### src/rtl/alu_pkg.sv
// Shared widths, ALU opcodes and the ID/EX register layout of the 16-bit pipeline.
package alu_pkg;

  localparam int DATA_W = 16;
  localparam int REG_AW = 3;
  localparam int OP_W   = 4;

  localparam logic [OP_W-1:0] OP_ADD   = 4'b0000;
  localparam logic [OP_W-1:0] OP_SUB   = 4'b0001;
  localparam logic [OP_W-1:0] OP_AND   = 4'b0010;
  localparam logic [OP_W-1:0] OP_OR    = 4'b0011;
  localparam logic [OP_W-1:0] OP_NOT   = 4'b0100;
  localparam logic [OP_W-1:0] OP_SRA   = 4'b0101;
  localparam logic [OP_W-1:0] OP_SLL   = 4'b0110;
  localparam logic [OP_W-1:0] OP_SLT   = 4'b0111;
  localparam logic [OP_W-1:0] OP_ZERO  = 4'b1000;
  localparam logic [OP_W-1:0] OP_PASSA = 4'b1001;
  localparam logic [OP_W-1:0] OP_LNOT  = 4'b1010;
  localparam logic [OP_W-1:0] OP_NEQ   = 4'b1011;
  localparam logic [OP_W-1:0] OP_PASSB = 4'b1100;

  localparam logic [OP_W-1:0] BUBBLE_OP = OP_ZERO;

  typedef struct packed {
    logic              valid;
    logic [OP_W-1:0]   op;
    logic [REG_AW-1:0] rs_addr;
    logic [REG_AW-1:0] rt_addr;
    logic              rs_used;
    logic              rt_used;
    logic [DATA_W-1:0] rs_data;
    logic [DATA_W-1:0] rt_data;
    logic [DATA_W-1:0] imm;
    logic              use_imm;
    logic              wr_en;
    logic [REG_AW-1:0] wr_addr;
    logic              is_load;
  } ex_stage_t;

  // Everything zero except the opcode, so an idle ALU computes ZERO.
  function automatic ex_stage_t bubble();
    ex_stage_t b;
    b    = '0;
    b.op = BUBBLE_OP;
    return b;
  endfunction

endpackage

### src/rtl/operand_forward_mux.sv
// Selects one ALU operand from EX/MEM, MEM/WB or the registered value (EX/MEM wins).
module operand_forward_mux
  import alu_pkg::*;
(
  input  logic              src_used,
  input  logic [REG_AW-1:0] src_addr,
  input  logic [DATA_W-1:0] src_data,
  input  logic              exmem_wr_en,
  input  logic [REG_AW-1:0] exmem_wr_addr,
  input  logic [DATA_W-1:0] exmem_data,
  input  logic              memwb_wr_en,
  input  logic [REG_AW-1:0] memwb_wr_addr,
  input  logic [DATA_W-1:0] memwb_data,
  output logic [DATA_W-1:0] fwd_data
);

  always_comb begin
    fwd_data = src_data;
    if (src_used && exmem_wr_en && (exmem_wr_addr == src_addr)) begin
      fwd_data = exmem_data;
    end else if (src_used && memwb_wr_en && (memwb_wr_addr == src_addr)) begin
      fwd_data = memwb_data;
    end
  end

endmodule

### src/rtl/alu_issue_stage.sv
// ID/EX pipeline register driving the ALU, with forwarding, load-use bubbles,
// stall hold and flush squash.
module alu_issue_stage
  import alu_pkg::*;
(
  input  logic              clk,
  input  logic              rst,
  input  logic              dec_valid,
  output logic              dec_ready,
  input  logic [OP_W-1:0]   dec_op,
  input  logic [REG_AW-1:0] dec_rs_addr,
  input  logic [REG_AW-1:0] dec_rt_addr,
  input  logic              dec_rs_used,
  input  logic              dec_rt_used,
  input  logic [DATA_W-1:0] dec_rs_data,
  input  logic [DATA_W-1:0] dec_rt_data,
  input  logic [DATA_W-1:0] dec_imm,
  input  logic              dec_use_imm,
  input  logic              dec_wr_en,
  input  logic [REG_AW-1:0] dec_wr_addr,
  input  logic              dec_is_load,
  input  logic              exmem_wr_en,
  input  logic [REG_AW-1:0] exmem_wr_addr,
  input  logic [DATA_W-1:0] exmem_data,
  input  logic              memwb_wr_en,
  input  logic [REG_AW-1:0] memwb_wr_addr,
  input  logic [DATA_W-1:0] memwb_data,
  input  logic              stall,
  input  logic              flush,
  output logic [DATA_W-1:0] alu_first,
  output logic [DATA_W-1:0] alu_second,
  output logic [OP_W-1:0]   alu_op,
  output logic              ex_valid,
  output logic              ex_wr_en,
  output logic [REG_AW-1:0] ex_wr_addr,
  output logic              ex_is_load
);

  ex_stage_t ex_q, ex_d, capture;
  logic hazard;
  logic [DATA_W-1:0] rs_fwd, rt_fwd;

  assign hazard = ex_q.valid && ex_q.is_load && ex_q.wr_en && dec_valid &&
                  ((dec_rs_used && (dec_rs_addr == ex_q.wr_addr)) ||
                   (dec_rt_used && (dec_rt_addr == ex_q.wr_addr)));

  assign dec_ready = !stall && !hazard;

  // MEM/WB writes the register file in the same cycle it is read, so pass it through.
  always_comb begin
    capture         = '0;
    capture.valid   = 1'b1;
    capture.op      = dec_op;
    capture.rs_addr = dec_rs_addr;
    capture.rt_addr = dec_rt_addr;
    capture.rs_used = dec_rs_used;
    capture.rt_used = dec_rt_used;
    capture.rs_data = (memwb_wr_en && (memwb_wr_addr == dec_rs_addr)) ? memwb_data : dec_rs_data;
    capture.rt_data = (memwb_wr_en && (memwb_wr_addr == dec_rt_addr)) ? memwb_data : dec_rt_data;
    capture.imm     = dec_imm;
    capture.use_imm = dec_use_imm;
    capture.wr_en   = dec_wr_en;
    capture.wr_addr = dec_wr_addr;
    capture.is_load = dec_is_load;
  end

  always_comb begin
    ex_d = ex_q;
    if (flush) begin
      ex_d = bubble();
    end else if (stall) begin
      ex_d = ex_q;
    end else if (hazard) begin
      ex_d = bubble();
    end else if (dec_valid) begin
      ex_d = capture;
    end else begin
      ex_d = bubble();
    end
  end

  always_ff @(posedge clk or negedge rst) begin
    if (!rst) begin
      ex_q <= bubble();
    end else begin
      ex_q <= ex_d;
    end
  end

  operand_forward_mux u_fwd_rs (
    .src_used      (ex_q.rs_used),
    .src_addr      (ex_q.rs_addr),
    .src_data      (ex_q.rs_data),
    .exmem_wr_en   (exmem_wr_en),
    .exmem_wr_addr (exmem_wr_addr),
    .exmem_data    (exmem_data),
    .memwb_wr_en   (memwb_wr_en),
    .memwb_wr_addr (memwb_wr_addr),
    .memwb_data    (memwb_data),
    .fwd_data      (rs_fwd)
  );

  operand_forward_mux u_fwd_rt (
    .src_used      (ex_q.rt_used),
    .src_addr      (ex_q.rt_addr),
    .src_data      (ex_q.rt_data),
    .exmem_wr_en   (exmem_wr_en),
    .exmem_wr_addr (exmem_wr_addr),
    .exmem_data    (exmem_data),
    .memwb_wr_en   (memwb_wr_en),
    .memwb_wr_addr (memwb_wr_addr),
    .memwb_data    (memwb_data),
    .fwd_data      (rt_fwd)
  );

  assign alu_first  = rs_fwd;
  assign alu_second = ex_q.use_imm ? ex_q.imm : rt_fwd;
  assign alu_op     = ex_q.op;
  assign ex_valid   = ex_q.valid;
  assign ex_wr_en   = ex_q.wr_en;
  assign ex_wr_addr = ex_q.wr_addr;
  assign ex_is_load = ex_q.is_load;

endmodule
### config.mk
export PLATFORM = sky130hd
export DESIGN_NAME = alu_issue_stage
export DESIGN_NICKNAME = d
export VERILOG_FILES = /design/src/rtl/alu_pkg.sv /design/src/rtl/operand_forward_mux.sv /design/src/rtl/alu_issue_stage.sv
export SDC_FILE = /design/constraint.sdc
export NUM_CORES = 1
export LEC_CHECK = 0
export CAP_MARGIN = 20
export CORE_MARGIN = 2
export CORE_UTILIZATION = 48
export CTS_CLUSTER_SIZE = 8
export DETAILED_ROUTE_END_ITERATION = 16
export GPL_TIMING_DRIVEN = 0
export HOLD_SLACK_MARGIN = 0.05
export PLACE_DENSITY = 0.83
export SETUP_SLACK_MARGIN = 0.4
export SKIP_CTS_REPAIR_TIMING = 1
export SLEW_MARGIN = 20
export SYNTH_ARGS = -nofsm -noshare
export SYNTH_HDL_FRONTEND = slang
export SYNTH_SLANG_ARGS = --single-unit
### constraint.sdc
create_clock -name clk -period 4.3 [get_ports clk]
set_input_delay 0.86 -clock clk [delete_from_list [all_inputs] [get_ports clk]]
set_output_delay 0.86 -clock clk [all_outputs]
set_load 0.02 [all_outputs]
==> flow_metrics.tcl, run 1 <==
set metrics [dict create \
    finalSetupViolCount 0 \
    grt_pass1_wl_um 24100 \
    ant_nets 0 \
    synthDistinctLibCells 33 \
    seq_power_share_pct 42.4 \
    core_um2 8720 \
    nets 774 \
    power.internal_mw 1.11 \
    path_clk_slew_ns 0.08 \
    combPwrFrac_pct 24.2 \
    sw_frac_of_total_pct 29.7 \
    synth_top_area_cell "dfrtp_1" \
    vias 4697 \
    worst_pin_slew_ns 0.645 \
    die_h_um 99.0 \
    report.power.total_mw 1.58 \
    numPortBuffers 153 \
    p_leak_nw 3.25 \
    grt_pass1_vias 4682 \
    netlist.area_leader.share_pct 38.1 \
    synth_area_um2 4330 \
    power_density_nw_per_um2 246 \
    final_hold_viol_count 0 \
    antenna_found_initial 1 \
    critPathRequiredTime_ns 3.44 \
    htreeDepth 3 \
    initial_core_util_pct 49.7 \
    path_class "in2out" \
    min_period_ns 3.91 \
    grt_max_degree 47 \
    root_buffer "clkbuf_8" \
    clkPwrFrac_pct 33.4 \
    min_period_over_period_pct 91.0 \
    areaGrowthSynthToFinish_pct 48.4 \
    async_reset_ff_share_pct 100 \
    cap_viol_max_count 0 \
    synth.area.top_cells "dfrtp_1 38%, o31ai_1 11%, mux2i_1 11%, nand2_1 7.5%, inv_1 4.2%" \
    cts_sinks 67 \
    rows 34 \
    grt_usage_pct 31.3 \
    synth_edf_count 0 \
    die_w_um 99.0 \
    crit_arrival_ns 3.05 \
    yosys_register_bits 67 \
    io_pins 154 \
    hp-class "in2async" \
    wire_per_inst_um 20.6 \
    avgSynthCellArea_um2 8.92 \
    final_util_pct 73.7 \
    syn_inst 486 \
    relSlewSlack_pct 57.0 \
    seq_area_frac_synth_pct 38.7 \
    clkLatencyLatePin_ns 0.35 \
    worstSetupStartpointType "input port" \
    wl_um 16000 \
    cts_tree "built" \
    peakVddDrop_uv 183 \
    switchingPower_mw 0.470 \
    route.detailed.drc 0 \
    critPathMaxFanout 10 \
    place.gp.congestion 0.916 \
    cts_buffer_depth 2 \
    cp-end-kind "output pin" \
    syn_nets 597 \
    die-area_um2 9800 \
    synth_ff_type "dfrtp_1" \
    yosys_warnings 0 \
    dpl.hpwl_um 11600 \
    drtIter0Drc 393 \
    finClkSkew_ns 0.00620 \
    fmax_ghz 0.256 \
    first_pass_iters 5 \
    worst-r2r-setup-slack_ns 2.29 \
    drive_gt1_share_pct 11.8 \
    viasPerCell 6.05 \
    status "completed" \
    n_antenna_cell 0 \
    rsz0062_at_grt "yes" \
    grt_overflow_total 0 \
    slew_violations 0 \
    numCtsBuffers 9 \
]
==> placed cells by master (no fill, tap or decap), types with 12 or more instances in the layout <==
master / synthesis / routed
dlymetal6s2s_1: 0 / 29
inv_1: 49 / 49
clkbuf_1: 30 / 21
mux2i_1: 48 / 46
clkbuf_2: 0 / 13
nor2_1: 17 / 17
clkdlybuf4s50_1: 0 / 116
dfrtp_1: 66 / 66
a211oi_1: 16 / 16
buf_4: 10 / 24
nand2_1: 86 / 86
o32ai_1: 16 / 16
o31ai_1: 65 / 65
xnor2_1: 12 / 12
a41oi_1: 16 / 16
==> routing by layer <==
metal	vias to the layer above	GRT usage [%]	share of wire [%]
met5	-	0	0.081
met4	2	10.2	2.6
met3	47	6.03	10
met2	339	51.8	48
met1	2227	41.3	39
li1	2082	-	-
==> sequential cells by signal, summed over array words and instances (netlist names) <==
register,cells
alu_op,4
ex_is_load,1
ex_q,57
ex_valid,1
ex_wr_addr,3
ex_wr_en,1
==> final cells by class <==
type | instances | area (µm²)
repair buffers | 166 | 1680
fillers | 617 | 2290
multi-input cells | 321 | 2300
inverters | 49 | 184
clock inverters | 7 | 68.8
plain buffers | 49 | 255
well taps | 108 | 135
clock buffers | 9 | 124
flip-flops and latches | 67 | 1680
==> cell families (layout without fill, tap and decap cells) <==
family	count (synthesis)	count (layout)	share of synthesized area [%]
AO/OA/AOI/OAI	133	133	23.3
flip-flops	67	67	38.7
multiplexers	48	48	11.1
AND/OR/NAND/NOR	116	116	11.8
XOR/XNOR	24	24	5.37
buffers and inverters	98	280	9.70
==> metrics by stage <==
stage          area [µm²]  std cells  hold slack (ns)  setup TNS, ns  setup WS [ns]
5_1_grt              6430        776            0.415              0          0.301
3_3_place_gp         6000        747            0.460         -0.654        -0.0994
6_report             6430        776            0.400              0          0.388
4_1_cts              6220        764            0.401          -1.47         -0.165
3_5_place_dp         6020        748            0.465          -1.27         -0.158
2_1_floorplan        4330        486            0.448              0           1.04
==> synthesized netlist by cell type (2+ instances only) <==
master     n
nand4_2    2
buf_2      6
o21ai_1    6
xnor2_2    3
mux2i_1   48
nand4_1    2
o32ai_1   16
a41oi_1   16
o21ai_2    4
nor4_4     2
xor2_1     9
xnor2_1   12
nor2_1    17
nand2_1   86
buf_4     10
a21oi_1    2
o31ai_1   65
dfrtp_1   66
clkbuf_1  30
a211oi_1  16
inv_1     49
buf_1      2
o21ai_0    7
==> power groups by stage <==
stage	logic (mW)	registers (mW)	clock network, mW
after global placement	0.358	0.681	0
after CTS	0.369	0.670	0.530
after floorplan	0.155	0.680	0
final	0.383	0.671	0.528
after global routing	0.407	0.674	0.562
after detailed placement	0.366	0.682	0
==> path summary, 6_finish.rpt <==
check                      cells past startpoint          start            end
max                                            9    memwb_wr_en  alu_second[7]
min                                            1            rst       ex_q[52]
max reg2reg                                    6  ex_wr_addr[2]       ex_q[39]
min reg2reg                                    2       ex_q[45]       ex_q[45]
max in group asynchronous                      2            rst        ex_q[8]
min in group clk                               2       ex_q[45]       ex_q[45]
==> worst max-delay path: stages <==
cell             delay (ns)
clkdlybuf4s50_1        0.56
and2_1                 0.15
clkbuf_2               0.20
and4_1                 0.20
buf_2                  0.18
buf_4                  0.21
a211oi_1               0.09
o31ai_1                0.32
dlymetal6s2s_1         0.28
No activity file was read; power rests on OpenSTA's default activity.
==> run 2: changes to the inputs <==
SKIP_CTS_REPAIR_TIMING = default   (was 1)
==> run 2 against run 1 <==
  * Cell area fell by 0.99%
  * Clock skew rose by 0.0025 ns
  * Via count decreased by 1.3%
  * Register-to-register slack got worse by 0.06 ns
  * Non-clock buffer count decreased by 2
  * Power decreased by 0.18%
  * Hold slack got worse by 0.00059 ns
  * Clock-buffer cell count is the same
  * Sequential share of layout area up 0.26 points
  * First-iteration DRC count decreased by 10%
  * Largest cell class unchanged
  * Highest routed layer is now met4
==> flow_metrics.tcl, run 2 (synthesis gave the netlist of run 1 again) <==
set metrics [dict create \
    status "completed" \
    numCtsBuffers 9 \
    hp-class "in2async" \
    dpl.hpwl_um 11600 \
    wl_um 15600 \
    vias 4636 \
    clkLatencyLatePin_ns 0.35 \
    antenna_found_initial 0 \
    grt_usage_pct 32.2 \
    cp-end-kind "output pin" \
    route.detailed.drc 0 \
    numPortBuffers 153 \
    crit_arrival_ns 2.99 \
    rows 34 \
    crit-reg2reg-launch "ex_wr_addr[2]" \
    critPathMaxFanout 10 \
    worstSetupStartpointType "input port" \
    first_pass_iters 5 \
    place.gp.congestion 0.916 \
    place_ws_ns -0.158 \
    finClkSkew_ns 0.00868 \
    p_leak_nw 2.98 \
    ant_nets 0 \
    critPathRequiredTime_ns 3.44 \
    relSlewSlack_pct 54.5 \
    largest_register_ffs 57 \
    finalSetupTns_ns 0 \
    mostFrequentLayoutCell "clkdlybuf4s50_1" \
    fmax_ghz 0.260 \
    drive_gt1_share_pct 11.4 \
    min_period_ns 3.85 \
    slew_violations 0 \
    slowest_stage "clkdlybuf4s50_1" \
    die_h_um 99.0 \
    areaGrowthSynthToFinish_pct 47.0 \
    report.power.total_mw 1.58 \
    cap_viol_max_count 0 \
    cts_tree "built" \
    cts-hold-fix-buffers 0 \
    cp-startpoint "exmem_wr_addr[0]" \
    cts_sinks 67 \
    nets 772 \
    drtIter0Drc 353 \
    die-area_um2 9800 \
    rsz0062_at_grt "yes" \
    io_pins 154 \
    setup_ws_ns 0.453 \
    grt_overflow_total 0 \
    core_um2 8720 \
    path_clk_slew_ns 0.08 \
    hold_ws_ns 0.399 \
    cp_common_cell "clkdlybuf4s50_1" \
    final_cell_mix "117 x clkdlybuf4s50_1, 86 x nand2_1, 66 x dfrtp_1" \
    top_register "ex_q" \
    critical_path_buf_inv_count 3 \
    grt_pass1_wl_um 24800 \
    grt_pass1_vias 4808 \
    power_density_nw_per_um2 248 \
    cp_top_family "buffers and inverters" \
    n_antenna_cell 0 \
    cts_buffer_depth 2 \
    path_cells "clkdlybuf4s50_1 -> xor2_1 -> nor4_4 -> buf_2 -> nand2_1 -> o21ai_2 -> clkdlybuf4s50_1" \
    wire_per_inst_um 20.2 \
    path_class "in2out" \
    min_period_over_period_pct 89.5 \
    initial_core_util_pct 49.7 \
    grt_max_degree 47 \
    peakVddDrop_uv 183 \
    finalSetupViolCount 0 \
    worst_pin_slew_ns 0.683 \
    htreeDepth 3 \
    die_w_um 99.0 \
    max_stage_delay_ns 0.61 \
    viasPerCell 5.99 \
    root_buffer "clkbuf_8" \
    final_hold_viol_count 0 \
]
## run 2: changes by cell type in the layout (fill, tap and decap cells not counted), sizes merged
cell	before	now
dlymetal6s2s	29	9
clkbuf	45	42
clkdlybuf4s50	116	117
dlygate4sd2	0	15
clkdlybuf4s15	0	5
## run 2: layout make-up
type | count | area [µm²]
Buffer | 49 | 260
Clock buffer | 9 | 124
Clock inverter | 7 | 68.8
Fill cell | 615 | 2350
Inverter | 49 | 184
Multi-Input combinational cell | 321 | 2300
Sequential cell | 67 | 1680
Tap cell | 108 | 135
Timing Repair Buffer | 164 | 1620
## run 2: power by group
part | leakage, nW | total, mW | internal, mW | switching, mW
Sequential | 0.910 | 0.671 | 0.655 | 0.0167
Clock | 0.0950 | 0.528 | 0.265 | 0.262
Combinational | 1.98 | 0.380 | 0.190 | 0.190
Total | 2.98 | 1.58 | 1.11 | 0.469
## run 2: final timing paths
check	end	slack (ns)	cells after the start
max	alu_first[12]	0.45	7
min	ex_q[52]	0.40	1
max reg2reg	ex_q[41]	2.23	6
min reg2reg	ex_q[45]	0.48	2
max in group asynchronous	alu_op[2]	3.36	2
min in group clk	ex_q[45]	0.48	2
## run 2: repair_timing
item / 4_1_cts / 5_1_grt
gates cloned: 0 / 0
setup endpoints to repair: 33 / 25
gates resized for setup: 54 / 30
pin swaps: 6 / 2
setup buffers: 9 / 1
## run 2: layer usage
layer	routed length, µm	track usage [%]	up-vias
met3	1620	5.67	37
met1	6220	42.3	2204
met2	7370	53.5	316
met5	0	0	-
met4	418	11.9	0
li1	-	-	2079
## run 2: worst register-to-register path, stage by stage, from the launching register on
cell and delay (ns):
dfrtp_1 0.46, xnor2_1 0.19, nand4_1 0.18, a21oi_4 0.20, buf_4 0.16, clkbuf_1 0.53, o31ai_1 0.21
## run 2: per-stage QoR
| step | utilization, % | instances | area (µm²) |
|---|---|---|---|
| after floorplan | - | 486 | 4330 |
| after global placement | 68.8 | 747 | 6000 |
| after detailed placement | 69.1 | 748 | 6020 |
| after CTS | 72.9 | 773 | 6360 |
| after global routing | 73.0 | 774 | 6370 |
| final | 73.0 | 774 | 6370 |
